**config.mk**
```make
export PLATFORM = sky130hd
export DESIGN_NAME = motor_drive_ctrl_flat
export DESIGN_NICKNAME = d
export VERILOG_FILES = /design/src/rtl/motor_drive_ctrl_if.sv /design/src/rtl/motor_drive_ctrl.sv /design/src/flat_wrapper.sv
export SDC_FILE = /design/constraint.sdc
export NUM_CORES = 1
export LEC_CHECK = 0
export CORE_MARGIN = 3
export CORE_UTILIZATION = 37
export DETAILED_ROUTE_END_ITERATION = 12
export PLACE_DENSITY_LB_ADDON = 0.08
export SYNTH_ARGS = -nofsm -noshare
export SYNTH_HDL_FRONTEND = slang
export SYNTH_SLANG_ARGS = --single-unit
```
**constraint.sdc**
```tcl
create_clock -name clk -period 2.9 [get_ports clk]
set_input_delay 0.58 -clock clk [delete_from_list [all_inputs] [get_ports clk]]
set_output_delay 0.58 -clock clk [all_outputs]
set_load 0.02 [all_outputs]
```
**src/rtl/motor_drive_ctrl_if.sv**
```systemverilog
// Control/status bundle between the motor drive controller and its environment.
interface motor_drive_ctrl_if;
  logic       enable;
  logic       col_ok;
  logic       pwm_l;
  logic       pwm_r;
  logic       dir_l;
  logic       dir_r;
  logic [2:0] state;
  logic       fault;

  modport master (output enable, col_ok,
                  input  pwm_l, pwm_r, dir_l, dir_r, state, fault);
  modport slave  (input  enable, col_ok,
                  output pwm_l, pwm_r, dir_l, dir_r, state, fault);
endinterface

```
**src/rtl/motor_drive_ctrl.sv**
```systemverilog
// Motor drive FSM: forward drive, brake/reverse/pivot avoidance with bounded retry, and PWM.
// Optional soft-start duty ramp in FWD is enabled by defining SOFT_START_EN.
//
// state   | meaning
// STOP    | idle, pwm 0, dirs forward; waits for enable, clear path, no fault
// FWD     | forward drive at DUTY_FWD
// BRAKE   | pwm 0, dirs held, BRAKE_CYCLES dwell
// REVERSE | both wheels back at DUTY_MAN, REVERSE_CYCLES dwell
// TURN    | pivot (left fwd, right back) at DUTY_MAN, TURN_CYCLES dwell
module motor_drive_ctrl #(
  parameter int unsigned PWM_PERIOD     = 50_000,
  parameter int unsigned DUTY_FWD       = 37_500,
  parameter int unsigned DUTY_MAN       = 25_000,
  parameter int unsigned BRAKE_CYCLES   = 5_000_000,
  parameter int unsigned REVERSE_CYCLES = 25_000_000,
  parameter int unsigned TURN_CYCLES    = 15_000_000,
  parameter int unsigned MAX_RETRY      = 3,
  parameter int unsigned RAMP_STEP      = 2_500
) (
  input logic               clk,
  input logic               rst,
  motor_drive_ctrl_if.slave bus
);

`ifdef SOFT_START_EN
  localparam bit SOFT_START = 1'b1;
`else
  localparam bit SOFT_START = 1'b0;
`endif

  localparam int unsigned DWELL_MAX = (BRAKE_CYCLES > REVERSE_CYCLES) ?
                                      ((BRAKE_CYCLES > TURN_CYCLES) ? BRAKE_CYCLES : TURN_CYCLES) :
                                      ((REVERSE_CYCLES > TURN_CYCLES) ? REVERSE_CYCLES : TURN_CYCLES);
  localparam int unsigned DUTY_MAX  = (DUTY_FWD > DUTY_MAN) ? DUTY_FWD : DUTY_MAN;
  localparam int unsigned CW = (PWM_PERIOD > 1) ? $clog2(PWM_PERIOD) : 1;
  localparam int unsigned TW = (DWELL_MAX > 1) ? $clog2(DWELL_MAX) : 1;
  localparam int unsigned DW = (DUTY_MAX > 0) ? $clog2(DUTY_MAX + 1) : 1;
  localparam int unsigned RW = (MAX_RETRY > 0) ? $clog2(MAX_RETRY + 1) : 1;

  typedef enum logic [2:0] {
    ST_STOP    = 3'd0,
    ST_FWD     = 3'd1,
    ST_BRAKE   = 3'd2,
    ST_REVERSE = 3'd3,
    ST_TURN    = 3'd4
  } state_t;

  state_t          state_q, state_d;
  logic [TW-1:0]   timer_q, timer_d, timer_last;
  logic [RW-1:0]   retry_q, retry_d, retry_inc;
  logic            fault_q, fault_d;
  logic            dir_l_q, dir_l_d, dir_r_q, dir_r_d;

  logic [CW-1:0]   cnt_q;
  logic [DW-1:0]   duty_active, duty_tgt, ramp_next;
  logic [31:0]     ramp_sum;
  logic            wrap, drive, pwm_q;

  assign retry_inc = retry_q + RW'(1);

  always_comb begin
    timer_last = '0;
    case (state_q)
      ST_FWD, ST_TURN: timer_last = TW'(TURN_CYCLES - 1);
      ST_BRAKE:        timer_last = TW'(BRAKE_CYCLES - 1);
      ST_REVERSE:      timer_last = TW'(REVERSE_CYCLES - 1);
      default:         timer_last = '0;
    endcase
  end

  always_comb begin
    state_d = state_q;
    retry_d = retry_q;
    fault_d = fault_q;
    timer_d = timer_q;
    dir_l_d = dir_l_q;
    dir_r_d = dir_r_q;

    if (!bus.enable) begin
      state_d = ST_STOP;
      retry_d = '0;
      fault_d = 1'b0;
    end else begin
      case (state_q)
        ST_STOP:    if (bus.col_ok && !fault_q) state_d = ST_FWD;
        ST_FWD: begin
          if (!bus.col_ok)                state_d = ST_BRAKE;
          else if (timer_q == timer_last) retry_d = '0;
        end
        ST_BRAKE:   if (timer_q == timer_last) state_d = ST_REVERSE;
        ST_REVERSE: if (timer_q == timer_last) state_d = ST_TURN;
        ST_TURN: begin
          if (timer_q == timer_last) begin
            retry_d = retry_inc;
            if (bus.col_ok)                      state_d = ST_FWD;
            else if (32'(retry_inc) < MAX_RETRY) state_d = ST_BRAKE;
            else begin
              state_d = ST_STOP;
              fault_d = 1'b1;
            end
          end
        end
        default:    state_d = ST_STOP;
      endcase
    end

    // FWD holds at its terminal value so the retry-clear window stays satisfied
    if (state_d != state_q || !bus.enable) timer_d = '0;
    else if (timer_q != timer_last)        timer_d = timer_q + TW'(1);

    case (state_d)
      ST_STOP, ST_FWD: begin dir_l_d = 1'b1; dir_r_d = 1'b1; end
      ST_REVERSE:      begin dir_l_d = 1'b0; dir_r_d = 1'b0; end
      ST_TURN:         begin dir_l_d = 1'b1; dir_r_d = 1'b0; end
      default:         ;
    endcase
  end

  always_ff @(posedge clk) begin
    if (rst) begin
      state_q <= ST_STOP;
      timer_q <= '0;
      retry_q <= '0;
      fault_q <= 1'b0;
      dir_l_q <= 1'b1;
      dir_r_q <= 1'b1;
    end else begin
      state_q <= state_d;
      timer_q <= timer_d;
      retry_q <= retry_d;
      fault_q <= fault_d;
      dir_l_q <= dir_l_d;
      dir_r_q <= dir_r_d;
    end
  end

  assign wrap     = (cnt_q == CW'(PWM_PERIOD - 1));
  assign drive    = (state_q == ST_FWD) || (state_q == ST_REVERSE) || (state_q == ST_TURN);
  assign ramp_sum = 32'(duty_active) + RAMP_STEP;
  assign ramp_next = (ramp_sum >= DUTY_FWD) ? DW'(DUTY_FWD) : DW'(ramp_sum);

  always_comb begin
    duty_tgt = '0;
    case (state_q)
      ST_FWD:              duty_tgt = SOFT_START ? ramp_next : DW'(DUTY_FWD);
      ST_REVERSE, ST_TURN: duty_tgt = DW'(DUTY_MAN);
      default:             duty_tgt = '0;
    endcase
  end

  // Zeroing the latch in STOP/BRAKE means a manoeuvre never inherits a stale
  // forward duty; the first pulse after entry is always a full one.
  always_ff @(posedge clk) begin
    if (rst) begin
      cnt_q       <= '0;
      duty_active <= '0;
      pwm_q       <= 1'b0;
    end else begin
      cnt_q <= wrap ? '0 : cnt_q + CW'(1);
      if (state_q == ST_STOP || state_q == ST_BRAKE)
        duty_active <= '0;
      else if (SOFT_START && state_q != ST_FWD && state_d == ST_FWD)
        duty_active <= '0;
      else if (wrap)
        duty_active <= duty_tgt;
      pwm_q <= drive && (32'(cnt_q) < 32'(duty_active));
    end
  end

  assign bus.pwm_l = pwm_q;
  assign bus.pwm_r = pwm_q;
  assign bus.dir_l = dir_l_q;
  assign bus.dir_r = dir_r_q;
  assign bus.state = state_q;
  assign bus.fault = fault_q;

endmodule

```
**src/flat_wrapper.sv**
```systemverilog
// flat-port wrapper written by rule: the top's interface ports become plain ports
module motor_drive_ctrl_flat 
#(
  parameter int unsigned PWM_PERIOD     = 50_000,
  parameter int unsigned DUTY_FWD       = 37_500,
  parameter int unsigned DUTY_MAN       = 25_000,
  parameter int unsigned BRAKE_CYCLES   = 5_000_000,
  parameter int unsigned REVERSE_CYCLES = 25_000_000,
  parameter int unsigned TURN_CYCLES    = 15_000_000,
  parameter int unsigned MAX_RETRY      = 3,
  parameter int unsigned RAMP_STEP      = 2_500
)
  (clk, rst, bus_enable, bus_col_ok, bus_pwm_l, bus_pwm_r, bus_dir_l, bus_dir_r, bus_state, bus_fault);
  motor_drive_ctrl_if bus_i ();
  input logic clk;
  input logic rst;
  input wire logic [$bits(bus_i.enable)-1:0] bus_enable;
  input wire logic [$bits(bus_i.col_ok)-1:0] bus_col_ok;
  output wire logic [$bits(bus_i.pwm_l)-1:0] bus_pwm_l;
  output wire logic [$bits(bus_i.pwm_r)-1:0] bus_pwm_r;
  output wire logic [$bits(bus_i.dir_l)-1:0] bus_dir_l;
  output wire logic [$bits(bus_i.dir_r)-1:0] bus_dir_r;
  output wire logic [$bits(bus_i.state)-1:0] bus_state;
  output wire logic [$bits(bus_i.fault)-1:0] bus_fault;
  assign bus_i.enable = bus_enable;
  assign bus_i.col_ok = bus_col_ok;
  assign bus_pwm_l = bus_i.pwm_l;
  assign bus_pwm_r = bus_i.pwm_r;
  assign bus_dir_l = bus_i.dir_l;
  assign bus_dir_r = bus_i.dir_r;
  assign bus_state = bus_i.state;
  assign bus_fault = bus_i.fault;
  motor_drive_ctrl #(.PWM_PERIOD(PWM_PERIOD), .DUTY_FWD(DUTY_FWD), .DUTY_MAN(DUTY_MAN), .BRAKE_CYCLES(BRAKE_CYCLES), .REVERSE_CYCLES(REVERSE_CYCLES), .TURN_CYCLES(TURN_CYCLES), .MAX_RETRY(MAX_RETRY), .RAMP_STEP(RAMP_STEP)) u_core (.clk(clk), .rst(rst), .bus(bus_i));
endmodule
```
Word-level counts from Yosys, hierarchy flattened:

Cells that the tools add are included.

* bits in registers: 66
* input port bits: 4
* output and inout port bits: 8
* logic and storage cells: 72

* add/sub/neg operators: 3
* order comparisons: 2
* equal/unequal tests: 14
* mux-type cells: 17
* bitwise operators: 3
* reductions and logical operators: 24

Operator list (number)
* $pmux W25 S3: 1
* $pmux W16 S2: 1
* $add A25 B1 Y25 const B: 1
* $eq A25 B25 Y1: 1
* $ne A25 B25 Y1: 1
* $mux W3: 7
* $add A16 B1 Y16 const B: 1
* $eq A16 B16 Y1 const B: 1
* $lt A16 B16 Y1: 1
* $reduce_or A2 Y1: 8
* $pmux W3 S5: 1
* $eq A3 B2 Y1 const B: 3
* $mux W2: 4
* $reduce_and A4 Y1: 2
* $eq A3 B1 Y1 const B: 2
* $eq A3 B3 Y1 const B: 2
* $logic_not A3 Y1: 2
* $reduce_bool A2 Y1: 3
* $logic_or A1 B1 Y1: 4
* $ne A2 B1 Y1 const B: 2
* $pmux W1 S2: 2
* $pmux W2 S2: 1
* $ne A3 B3 Y1: 1
* $not A1 Y1: 3
* 6 further kinds: 8

Depth between registers and ports, before layout:

Gate-level depths: netlist of the first run.

* depth in word-level cells: 10
* mapped depth: 11
* gate-level depth less buffers: 8

Worst setup path after synthesis of the first run:

Ideal clock, no wire load.

* kind: register -> register
* from: register u_core.state_q[2] (netlist: u_core.bus.state[2])
* to: register u_core.dir_l_q (netlist: u_core.bus.dir_l)
* library setup time: 122 ps
* data arrival time: 2691 ps
* required time: 2778 ps
* path slack: 87 ps
* stages on the path, launching flop included: 10
* buffers on the path: 2
* clock period less this slack: 2813 ps
* cell sequence: dfxtp_1 > buf_2 > nand3b_1 > mux2i_1 > o211ai_1 > or4_1 > buf_2 > or4_4 > and2_4 > a311o_1

* longest elaborated chain between the ends: 10
* elaborated cells between the ends (all ways): 22
* classes of those cells: eq/ne (8); mux (9); reduce/logical (5)

Ends and longest elaborated chain
* start, declared: line motor_drive_ctrl.sv:48 `state_t state_q, state_d;`
* start signal, assigned: line motor_drive_ctrl.sv:128 `state_q <= state_d;`
* $eq A3 B3 Y1 or $eq A3 B1 Y1 (tied branches): line motor_drive_ctrl.sv:63, motor_drive_ctrl.sv:84
* $reduce_or A2 Y1: line motor_drive_ctrl.sv:63 `case (state_q)`
* $pmux W25 S3: line motor_drive_ctrl.sv:63
* $eq A25 B25 Y1: line motor_drive_ctrl.sv:90, motor_drive_ctrl.sv:91, motor_drive_ctrl.sv:93
* $mux W3, on equally long branches: line motor_drive_ctrl.sv:93, motor_drive_ctrl.sv:90, motor_drive_ctrl.sv:91
* $pmux W3 S5 (*): line motor_drive_ctrl.sv:84 `case (state_q)`
* $mux W3 (*): line motor_drive_ctrl.sv:79 `if (!bus.enable) begin`
* $eq A3 B1 Y1, or another cell as far along: line motor_drive_ctrl.sv:111 `case (state_d)`
* $reduce_or A3 Y1 (no source line)
* $pmux W1 S2 or $reduce_bool A2 Y1 (tied branches)
* end signal, assigned: line motor_drive_ctrl.sv:132 `dir_l_q <= dir_l_d;`
* end, declared: line motor_drive_ctrl.sv:52 `logic dir_l_q, dir_l_d, dir_r_q, dir_r_d;`

Mark *: on every way between the ends. The rest lies on a longest branch, timed or not.
A chain may end at the register's enable or synchronous reset.

Worst setup path after layout of the first run:

* from: register u_core.state_q[0] (netlist: u_core.bus.state[0])
* to: register u_core.dir_l_q (netlist: u_core.bus.dir_l)

Same word-level chain as after synthesis.

==> results.sh, run 1 <==
export IMPL_wl_per_cell_um=13.5
export IMPL_timing_final_crit_share=0.931
export IMPL_worst_pin_slew_ns=0.625
export IMPL_postCtsSetupBuffers=0
export IMPL_worstPathArrival_ns=2.90
export IMPL_slew_violations=0
export IMPL_fill_cells=770
export IMPL_ctsHoldBuffers=0
export IMPL_p_leak_nw=1.16
export IMPL_synth_seq_cells=53
export IMPL_initial_core_util=0.389
export IMPL_syn_avg_cell_area_um2=8.28
export IMPL_clk_latency_ns=0.31
export IMPL_grt_pass1_wl_um=11300
export IMPL_yosysTopAreaCell="dfxtp_1"
export IMPL_worstPathMaxFanout=8
export IMPL_antenna_found_initial=0
export IMPL_drtIter0Drc=103
export IMPL_start_kind="flip-flop"
export IMPL_synth_nets=364
export IMPL_cp_data_required_time_ns=3.10
export IMPL_worstSetupPathType="flip-flop to flip-flop"
export IMPL_diodes=0
export IMPL_place_hpwl_um=4540
export IMPL_port_buffers=11
export IMPL_synth_cell_types=48
export IMPL_num_rows=31
export IMPL_yosysSeqAreaShare=0.370
export IMPL_syn_inst=346
export IMPL_h_tree_depth=2
export IMPL_clockBufferDepth=2
export IMPL_synthAdderAreaFrac=0.0612
export IMPL_synth_top_area_frac=0.370
export IMPL_layout_min_cycle_time_ns=2.70
export IMPL_slew_headroom=0.583
export IMPL_ys_flop_type="dfxtp_1"
export IMPL_antenna_left=0
export IMPL_gp_congestion=0.838
export IMPL_finalNetCount=378
export IMPL_die_x_um=94.0
export IMPL_instances_no_fill=460
export IMPL_synth_warnings=0
export IMPL_numClockSinks=53
export IMPL_synth_common_cells="nor2_1, dfxtp_1, xor2_1"
export IMPL_die_y_um=94.0
export IMPL_maxCapViolCount=0
export IMPL_dieArea_um2=8830
export IMPL_drive_gt1_frac=0.0803
export IMPL_cts_tree="done"
export IMPL_vias=2425
export IMPL_synth_compound_area_frac=0.108
export IMPL_hold_path_class="flip-flop to flip-flop"
export IMPL_synth_top_family_by_area="simple AND/OR/NAND/NOR gates"
export IMPL_synth_most_common_cell="nor2_1"
export IMPL_synth_edff_count=0
export IMPL_grt_max_degree=26
export IMPL_ios=12
export IMPL_vias_per_cell=5.27
export IMPL_finClkSkew_ns=0.00949
export IMPL_grtUsageTotal=0.157
export IMPL_synthesis_area_um2=2860
export IMPL_fmax_mhz=370
export IMPL_hold_slack_ns=0.471
export IMPL_p_per_area_nw_per_um2=409
export IMPL_syn2layout_area_growth_pct=13.5
export IMPL_setup_tns_ns=0
export IMPL_multi_input_comb_area_um2=1700
export IMPL_status="finished, final reports clean"
export IMPL_synth_simple_area_share=0.297
export IMPL_cts_resized=0
export IMPL_peakVddDrop_mv=0.214
export IMPL_finalHoldViolCount=0
export IMPL_synth_area_leaders="dfxtp_1, xor2_1, nor2_1, ha_1, nand4_1"
export IMPL_setup_violations=0
export IMPL_rsz0062_at_grt="no"
export IMPL_grt_overflow=0
export IMPL_seq_area_um2=1060
export IMPL_cp_end_kind="flip-flop"
export IMPL_drtPass1Iterations=4
export IMPL_grt_pass1_vias=2377
export IMPL_synth_mux_area_fraction=0.0144
export IMPL_cts_root_buf="clkbuf_8"
export IMPL_place_inst=452
export IMPL_coreArea_um2=7370
export IMPL_clk_pin_slew_ns=0.10
export IMPL_cts_made_buffers=5
export IMPL_async_reset_ff_frac=0
export IMPL_drc=0
export IMPL_wirelength_um=6220
export IMPL_synth_xor_area_frac=0.110
## flip-flops by register name, indices dropped and copies added (netlist names)
register and cells:
u_core.bus.dir_l 1, u_core.bus.dir_r 1, u_core.bus.fault 1, u_core.bus.pwm_l 1, u_core.bus.state 3, u_core.cnt_q 16
u_core.duty_active 3, u_core.retry_q 2, u_core.timer_q 25
## area by class of cell
| class | instances | share of cell area |
|---|---|---|
| Clock buffer | 6 | 0.0223 |
| Inverter | 11 | 0.0127 |
| Tap cell | 99 | 0.0381 |
| Multi-Input combinational cell | 266 | 0.522 |
| Clock inverter | 2 | 0.0119 |
| Sequential cell | 53 | 0.327 |
| Timing Repair Buffer | 23 | 0.0655 |
## cells by family after synthesis
| group | after synthesis |
|---|---|
| AND/OR/NAND/NOR | 167 |
| AO/OA/AOI/OAI | 45 |
| flip-flops | 53 |
| XOR/XNOR | 36 |
| multiplexers | 4 |
| adder cells (fa/ha/maj) | 14 |
| buffers and inverters | 27 |
## routing by layer
metal,share of wire,GRT usage,vias to the layer above
met1,0.54,0.223,1135
li1,-,-,1250
met5,0,0,-
met2,0.42,0.240,28
met3,0.026,0.0280,12
met4,0.018,0.0542,0
## worst max-delay path: stages (launching register included)
cell	delay, ns
dfxtp_1	0.47
nand2b_1	0.18
a211oi_1	0.25
o2bb2ai_1	0.10
or4_1	0.61
or4_4	0.51
and2_4	0.18
a311o_1	0.31
## metrics by stage
stage | util | total power, W | worst slack (ns) | cell area (um2)
3_5_place_dp | 0.425 | 0.000845 | 0.152 | 3130
3_3_place_gp | 0.425 | 0.000846 | 0.230 | 3130
6_report | 0.441 | 0.00133 | 0.199 | 3250
5_1_grt | 0.441 | 0.00139 | 0.0297 | 3250
4_1_cts | 0.440 | 0.00135 | 0.127 | 3240
2_1_floorplan | - | 0.000814 | 0.0869 | 2860
## path summary, 6_finish.rpt
check	cells past startpoint	end	slack (ns)	start
worst max register to register	7	u_core.bus.dir_l	0.20	u_core.bus.state[0]
worst min-delay path	2	u_core.bus.dir_r	0.47	u_core.bus.dir_r
worst max-delay path	7	u_core.bus.dir_l	0.20	u_core.bus.state[0]
worst min register to register	2	u_core.bus.dir_r	0.47	u_core.bus.dir_r
## power breakdown
group | total (W) | internal [W] | switching, W
Clock | 0.000501 | 0.000259 | 0.000242
Sequential | 0.000739 | 0.000733 | 0.00000629
Combinational | 0.0000891 | 0.0000334 | 0.0000557
Total | 0.00133 | 0.00103 | 0.000304
## cells in the final DEF (no fill, tap or decap), types with 4 or more instances in the layout
master | Yosys | final
nor2_1 | 62 | 62
dfxtp_1 | 53 | 51
xor2_1 | 28 | 28
nand4_1 | 24 | 24
nand2_1 | 15 | 15
ha_1 | 14 | 14
and3_1 | 13 | 13
nand3_1 | 13 | 13
inv_1 | 11 | 11
clkdlybuf4s50_1 | 0 | 11
buf_4 | 2 | 11
nor3_1 | 10 | 9
o21ai_0 | 8 | 8
a21oi_1 | 8 | 8
xnor2_1 | 8 | 8
nand2b_1 | 6 | 6
a211oi_1 | 6 | 6
or3_1 | 6 | 6
a31oi_1 | 5 | 5
clkbuf_8 | 0 | 5
nor2b_1 | 4 | 4
(Power assumes the default switching activity.)
==> run 2: changes to the inputs <==
SETUP_SLACK_MARGIN = 0.4   (was default)
==> run 2 against run 1 <==
Compared with the run above: cell count rose by 1.3%; clock skew fell by 0.00087 ns; via count barely moved; sequential power barely moved; critical path type unchanged; highest routed layer unchanged.
==> results.sh, run 2 (synthesis results as in run 1) <==
export IMPL_status="finished, final reports clean"
export IMPL_clockBufferDepth=2
export IMPL_die_x_um=94.0
export IMPL_maxCapViolCount=0
export IMPL_r2r_cells=7
export IMPL_critPathMostFrequentCell="or4_4"
export IMPL_rsz0062_at_grt="yes"
export IMPL_slowest_stage="or4_4"
export IMPL_worstPathMaxFanout=4
export IMPL_gp_congestion=0.789
export IMPL_num_rows=31
export IMPL_worst_pin_slew_ns=0.649
export IMPL_p_switching_w=0.000319
export IMPL_layout_common_cells="nor2_1, dfxtp_1, xor2_1"
export IMPL_cts_root_buf="clkbuf_8"
export IMPL_drive_gt1_frac=0.150
export IMPL_grtUsageTotal=0.161
export IMPL_grt_overflow=0
export IMPL_fmax_mhz=379
export IMPL_p_per_area_nw_per_um2=394
export IMPL_wirelength_um=6690
export IMPL_crit_cells=7
export IMPL_slew_violations=0
export IMPL_layout_commonest_cell="nor2_1"
export IMPL_largest_register_ffs=25
export IMPL_start_kind="flip-flop"
export IMPL_grt_max_degree=26
export IMPL_setup_tns_ns=0
export IMPL_crit_family="simple AND/OR/NAND/NOR gates"
export IMPL_p_clk_frac=0.367
export IMPL_layout_min_cycle_time_ns=2.64
export IMPL_cp_end_kind="flip-flop"
export IMPL_reg2reg_slack_ns=0.26
export IMPL_clk_latency_ns=0.31
export IMPL_coreArea_um2=7370
export IMPL_cp_data_required_time_ns=3.09
export IMPL_grt_pass1_wl_um=11500
export IMPL_peakVddDrop_mv=0.163
export IMPL_critPathMaxStageDelay_ns=0.56
export IMPL_top_regs="u_core.timer_q: 25 flops, u_core.cnt_q: 16 flops"
export IMPL_grt_pass1_vias=2368
export IMPL_cp_startpoint="u_core.timer_q[5]"
export IMPL_port_buffers=11
export IMPL_ios=12
export IMPL_antenna_left=0
export IMPL_combPwrFrac=0.088
export IMPL_dieArea_um2=8830
export IMPL_place_hpwl_um=4590
export IMPL_p_sw_frac=0.236
export IMPL_drtIter0Drc=104
export IMPL_crit_chain="and4_1, nand4_1, o31a_1, or4_4, or4_4, and2_4, a311o_1"
export IMPL_vias=2424
export IMPL_top_register="u_core.timer_q"
export IMPL_finalHoldViolCount=0
export IMPL_rr_endpoint="u_core.bus.dir_l"
export IMPL_setup_violations=0
export IMPL_wl_per_cell_um=14.4
export IMPL_vias_per_cell=5.20
export IMPL_drc=0
export IMPL_utilization=0.466
export IMPL_worstPathArrival_ns=2.83
export IMPL_die_y_um=94.0
export IMPL_timing_final_crit_share=0.909
export IMPL_finClkSkew_ns=0.00862
export IMPL_power_frac_seq=0.545
export IMPL_cp_num_buf_inv=0
export IMPL_hold_path_class="flip-flop to flip-flop"
export IMPL_p_leak_nw=1.23
export IMPL_critPathCapture="u_core.bus.dir_l"
export IMPL_cts_tree="done"
export IMPL_drtPass1Iterations=4
export IMPL_r2r_start="u_core.timer_q[5]"
export IMPL_antenna_found_initial=0
export IMPL_finalNetCount=384
export IMPL_internal_power_w=0.00103
export IMPL_diodes=0
export IMPL_cts_made_buffers=5
export IMPL_worstSetupPathType="flip-flop to flip-flop"
export IMPL_clk_pin_slew_ns=0.09
export IMPL_syn2layout_area_growth_pct=19.9
export IMPL_h_tree_depth=2
export IMPL_slew_headroom=0.568
export IMPL_initial_core_util=0.389
export IMPL_numClockSinks=53
==> run 2: changes by cell type in the layout (fill, tap and decap cells not counted), moves of 3 or more <==
cell	before	now
a21oi_1	8	5
a21oi_2	0	3
buf_6	0	3
clkbuf_16	0	3
dfxtp_1	51	44
dfxtp_2	2	5
dfxtp_4	0	4
==> run 2: worst min-delay path, delay by kind of cell, from the launching register on <==
family          cells  cell delay (ns)
flops               1             0.32
simple gates        1             0.07
compound gates      1             0.05
==> run 2: worst min-delay path by stage <==
stage | cells past startpoint | slack (ns) | endpoint | from
4_1_cts | 2 | 0.47 | u_core.bus.dir_r | u_core.bus.dir_r
2_1_floorplan | 1 | 0.43 | u_core.cnt_q[0] | u_core.cnt_q[0]
3_5_place_dp | 1 | 0.46 | u_core.cnt_q[0] | u_core.cnt_q[0]
3_3_place_gp | 1 | 0.45 | u_core.cnt_q[0] | u_core.cnt_q[0]
5_1_grt | 2 | 0.50 | u_core.bus.dir_r | u_core.bus.dir_r
6_report | 2 | 0.47 | u_core.bus.dir_r | u_core.bus.dir_r
==> run 2: timing repair <==
item,4_1_cts,5_1_grt
hold buffers,0,0
setup buffers,4,3
gates cloned,0,3
resized for setup,9,14
pin swaps,0,5
endpoints found under the setup margin,30,30
==> run 2: metrics by stage <==
stage	instances	total power [W]	setup slack, ns	hold slack [ns]	cell area, um2
6_report	466	0.00135	0.264	0.470	3430
5_1_grt	466	0.00141	0.172	0.500	3430
4_1_cts	460	0.00135	0.285	0.471	3300
3_5_place_dp	448	0.000844	0.219	0.457	3130
3_3_place_gp	448	0.000845	0.259	0.448	3130
2_1_floorplan	346	0.000817	0.266	0.430	2910
==> run 2: per-layer routing <==
metal  global-route usage  vias to the layer above  wire (um)
met2                0.252                       21       3020
met4               0.0457                        0         46
met5                    0                        -          0
met3               0.0313                        4        140
met1                0.223                     1133       3490
li1                     -                     1266          -
==> run 2: power groups by stage <==
stage          combinational (W)  sequential (W)  clock (W)
3_5_place_dp           0.0000877        0.000757          0
4_1_cts                0.0000960        0.000738   0.000512
5_1_grt                 0.000127        0.000739   0.000543
2_1_floorplan          0.0000620        0.000755          0
6_report                0.000119        0.000737   0.000496
3_3_place_gp           0.0000889        0.000756          0
==> run 2: area by class of cell <==
class                      count  area (um2)
sequential                    53        1080
fill                         738        3940
timing repair buffer          29         317
clock buffer                   8         111
multi-input combinational    266        1760
inverter                      11        41.3
tap                           99         124
==> run 3: changes to the inputs <==
CORE_UTILIZATION = 55   (was 37)
CTS_CLUSTER_SIZE = 14   (was default)
TNS_END_PERCENT = 20   (was default)
==> run 3 against run 2 <==
Compared with the run above: clock-buffer cell count down 2; power down 6.0%; routed wire length down 6.2%; clock power down 14%; non-clock buffer count down 5; largest cell class unchanged; sequential share of layout area up 1.1 points; final area down 3.8%; sequential cell count unchanged; register-to-register slack better by 0.05 ns.
==> results.sh, run 3 (synthesis results as in run 1) <==
export IMPL_die_y_um=78.2
export IMPL_combPwrFrac=0.082
export IMPL_maxCapViolCount=0
export IMPL_status="finished, final reports clean"
export IMPL_reg2reg_slack_ns=0.31
export IMPL_wl_met3_um=260
export IMPL_cts_root_buf="clkbuf_8"
export IMPL_finalNetCount=379
export IMPL_worst_pin_slew_ns=0.593
export IMPL_hold_path_class="flip-flop to flip-flop"
export IMPL_grt_overflow=0
export IMPL_cp_data_required_time_ns=3.11
export IMPL_port_buffers=11
export IMPL_place_hpwl_um=4170
export IMPL_initial_core_util=0.587
export IMPL_rr_endpoint="u_core.bus.dir_l"
export IMPL_die_x_um=78.2
export IMPL_setup_tns_ns=0
export IMPL_routed_top_layer="met4"
export IMPL_worstSetupPathType="flip-flop to flip-flop"
export IMPL_worstPathMaxFanout=4
export IMPL_layout_commonest_cell="nor2_1"
export IMPL_crit_family="simple AND/OR/NAND/NOR gates"
export IMPL_p_leak_nw=1.18
export IMPL_slew_headroom=0.605
export IMPL_dieArea_um2=6110
export IMPL_antenna_found_initial=0
export IMPL_grtUsageTotal=0.204
export IMPL_grt_pass1_wl_um=10400
export IMPL_numClockSinks=53
export IMPL_drtIter0Drc=143
export IMPL_cp_end_kind="flip-flop"
export IMPL_crit_cells=7
export IMPL_setup_violations=0
export IMPL_finalHoldViolCount=0
export IMPL_p_clk_frac=0.338
export IMPL_r2r_cells=7
export IMPL_clk_latency_ns=0.31
export IMPL_layout_setup_ws_ns=0.311
export IMPL_clockBufferDepth=2
export IMPL_antenna_left=0
export IMPL_crit_chain="and4_1, nand4_1, o31a_1, or4_4, or4_4, and2_4, a311o_1"
export IMPL_slowest_stage="or4_4"
export IMPL_h_tree_depth=2
export IMPL_wirelength_um=6280
export IMPL_critPathCapture="u_core.bus.dir_l"
export IMPL_drc=0
export IMPL_vias=2513
export IMPL_coreArea_um2=4880
export IMPL_met2_length_um=2920
export IMPL_layout_min_cycle_time_ns=2.59
export IMPL_clk_pin_slew_ns=0.10
export IMPL_cts_made_buffers=5
export IMPL_power_frac_seq=0.580
export IMPL_top_register="u_core.timer_q"
export IMPL_largest_register_ffs=25
export IMPL_ctsHoldBuffers=0
export IMPL_grt_max_degree=26
export IMPL_rsz0062_at_grt="yes"
export IMPL_gp_congestion=0.826
export IMPL_ios=12
export IMPL_grt_pass1_vias=2314
export IMPL_cp_startpoint="u_core.timer_q[5]"
export IMPL_syn2layout_area_growth_pct=15.4
export IMPL_m1WireLength_um=3020
export IMPL_critPathMaxStageDelay_ns=0.55
export IMPL_r2r_start="u_core.timer_q[5]"
export IMPL_critPathMostFrequentCell="or4_4"
export IMPL_worstPathArrival_ns=2.80
export IMPL_p_switching_w=0.000307
export IMPL_top_regs="u_core.timer_q: 25 flops, u_core.cnt_q: 16 flops"
export IMPL_drtPass1Iterations=4
export IMPL_num_rows=25
export IMPL_cts_tree="done"
export IMPL_finClkSkew_ns=0.0112
export IMPL_peakVddDrop_mv=0.283
export IMPL_dp_slack_ns=0.227
export IMPL_layout_common_cells="nor2_1, dfxtp_1, xor2_1"
export IMPL_slew_violations=0
export IMPL_p_sw_frac=0.242
export IMPL_wl_per_cell_um=14.7
export IMPL_start_kind="flip-flop"
export IMPL_vias_per_cell=5.87
export IMPL_p_per_area_nw_per_um2=384
export IMPL_timing_final_crit_share=0.893
export IMPL_fmax_mhz=386
export IMPL_internal_power_w=0.000963
export IMPL_cp_num_buf_inv=0
export IMPL_diodes=0
export IMPL_drive_gt1_frac=0.125
-- run 3: repair_timing --
item	4_1_cts	5_1_grt
pin swaps	0	2
buffers inserted	3	0
setup endpoints to repair	30	31
gates cloned	0	2
resized for setup	7	11
-- run 3: worst min path at each step --
stage                           startpoint          endpoint  slack, ns  cells after the start
after floorplan            u_core.cnt_q[0]   u_core.cnt_q[0]       0.43                      1
after global placement     u_core.cnt_q[0]   u_core.cnt_q[0]       0.44                      1
after detailed placement   u_core.cnt_q[0]   u_core.cnt_q[0]       0.45                      1
after CTS                  u_core.cnt_q[0]   u_core.cnt_q[0]       0.47                      1
after global routing      u_core.bus.dir_r  u_core.bus.dir_r       0.50                      2
final                      u_core.cnt_q[0]   u_core.cnt_q[0]       0.47                      1
-- run 3: cell type report --
cell class,count,area [um2]
multi-input cells,266,1760
fillers,414,1580
flip-flops and latches,53,1080
repair buffers,24,255
well taps,67,83.8
clock buffers,6,82.6
inverters,11,41.3
clock inverters,1,7.51
-- run 3: power by group through the flow --
stage	Clock, W	Sequential (W)	Combinational, W
global placement	0	0.000756	0.0000833
detailed placement	0	0.000756	0.0000835
global route	0.000470	0.000738	0.000114
finish	0.000429	0.000737	0.000104
CTS	0.000444	0.000737	0.0000897
floorplan	0	0.000755	0.0000620
-- run 3: through the flow --
step / util / area [um2] / hold slack [ns] / instances / power, W
floorplan: - / 2910 / 0.430 / 346 / 0.000817
global placement: 0.631 / 3080 / 0.445 / 416 / 0.000839
detailed placement: 0.631 / 3080 / 0.452 / 416 / 0.000840
CTS: 0.658 / 3210 / 0.474 / 426 / 0.00127
global route: 0.677 / 3300 / 0.499 / 428 / 0.00132
finish: 0.677 / 3300 / 0.468 / 428 / 0.00127
-- run 3: layer usage --
layer	vias up	track usage
met3	8	0.0356
met5	-	0
met2	65	0.336
met4	0	0.0594
met1	1185	0.275
li1	1255	-
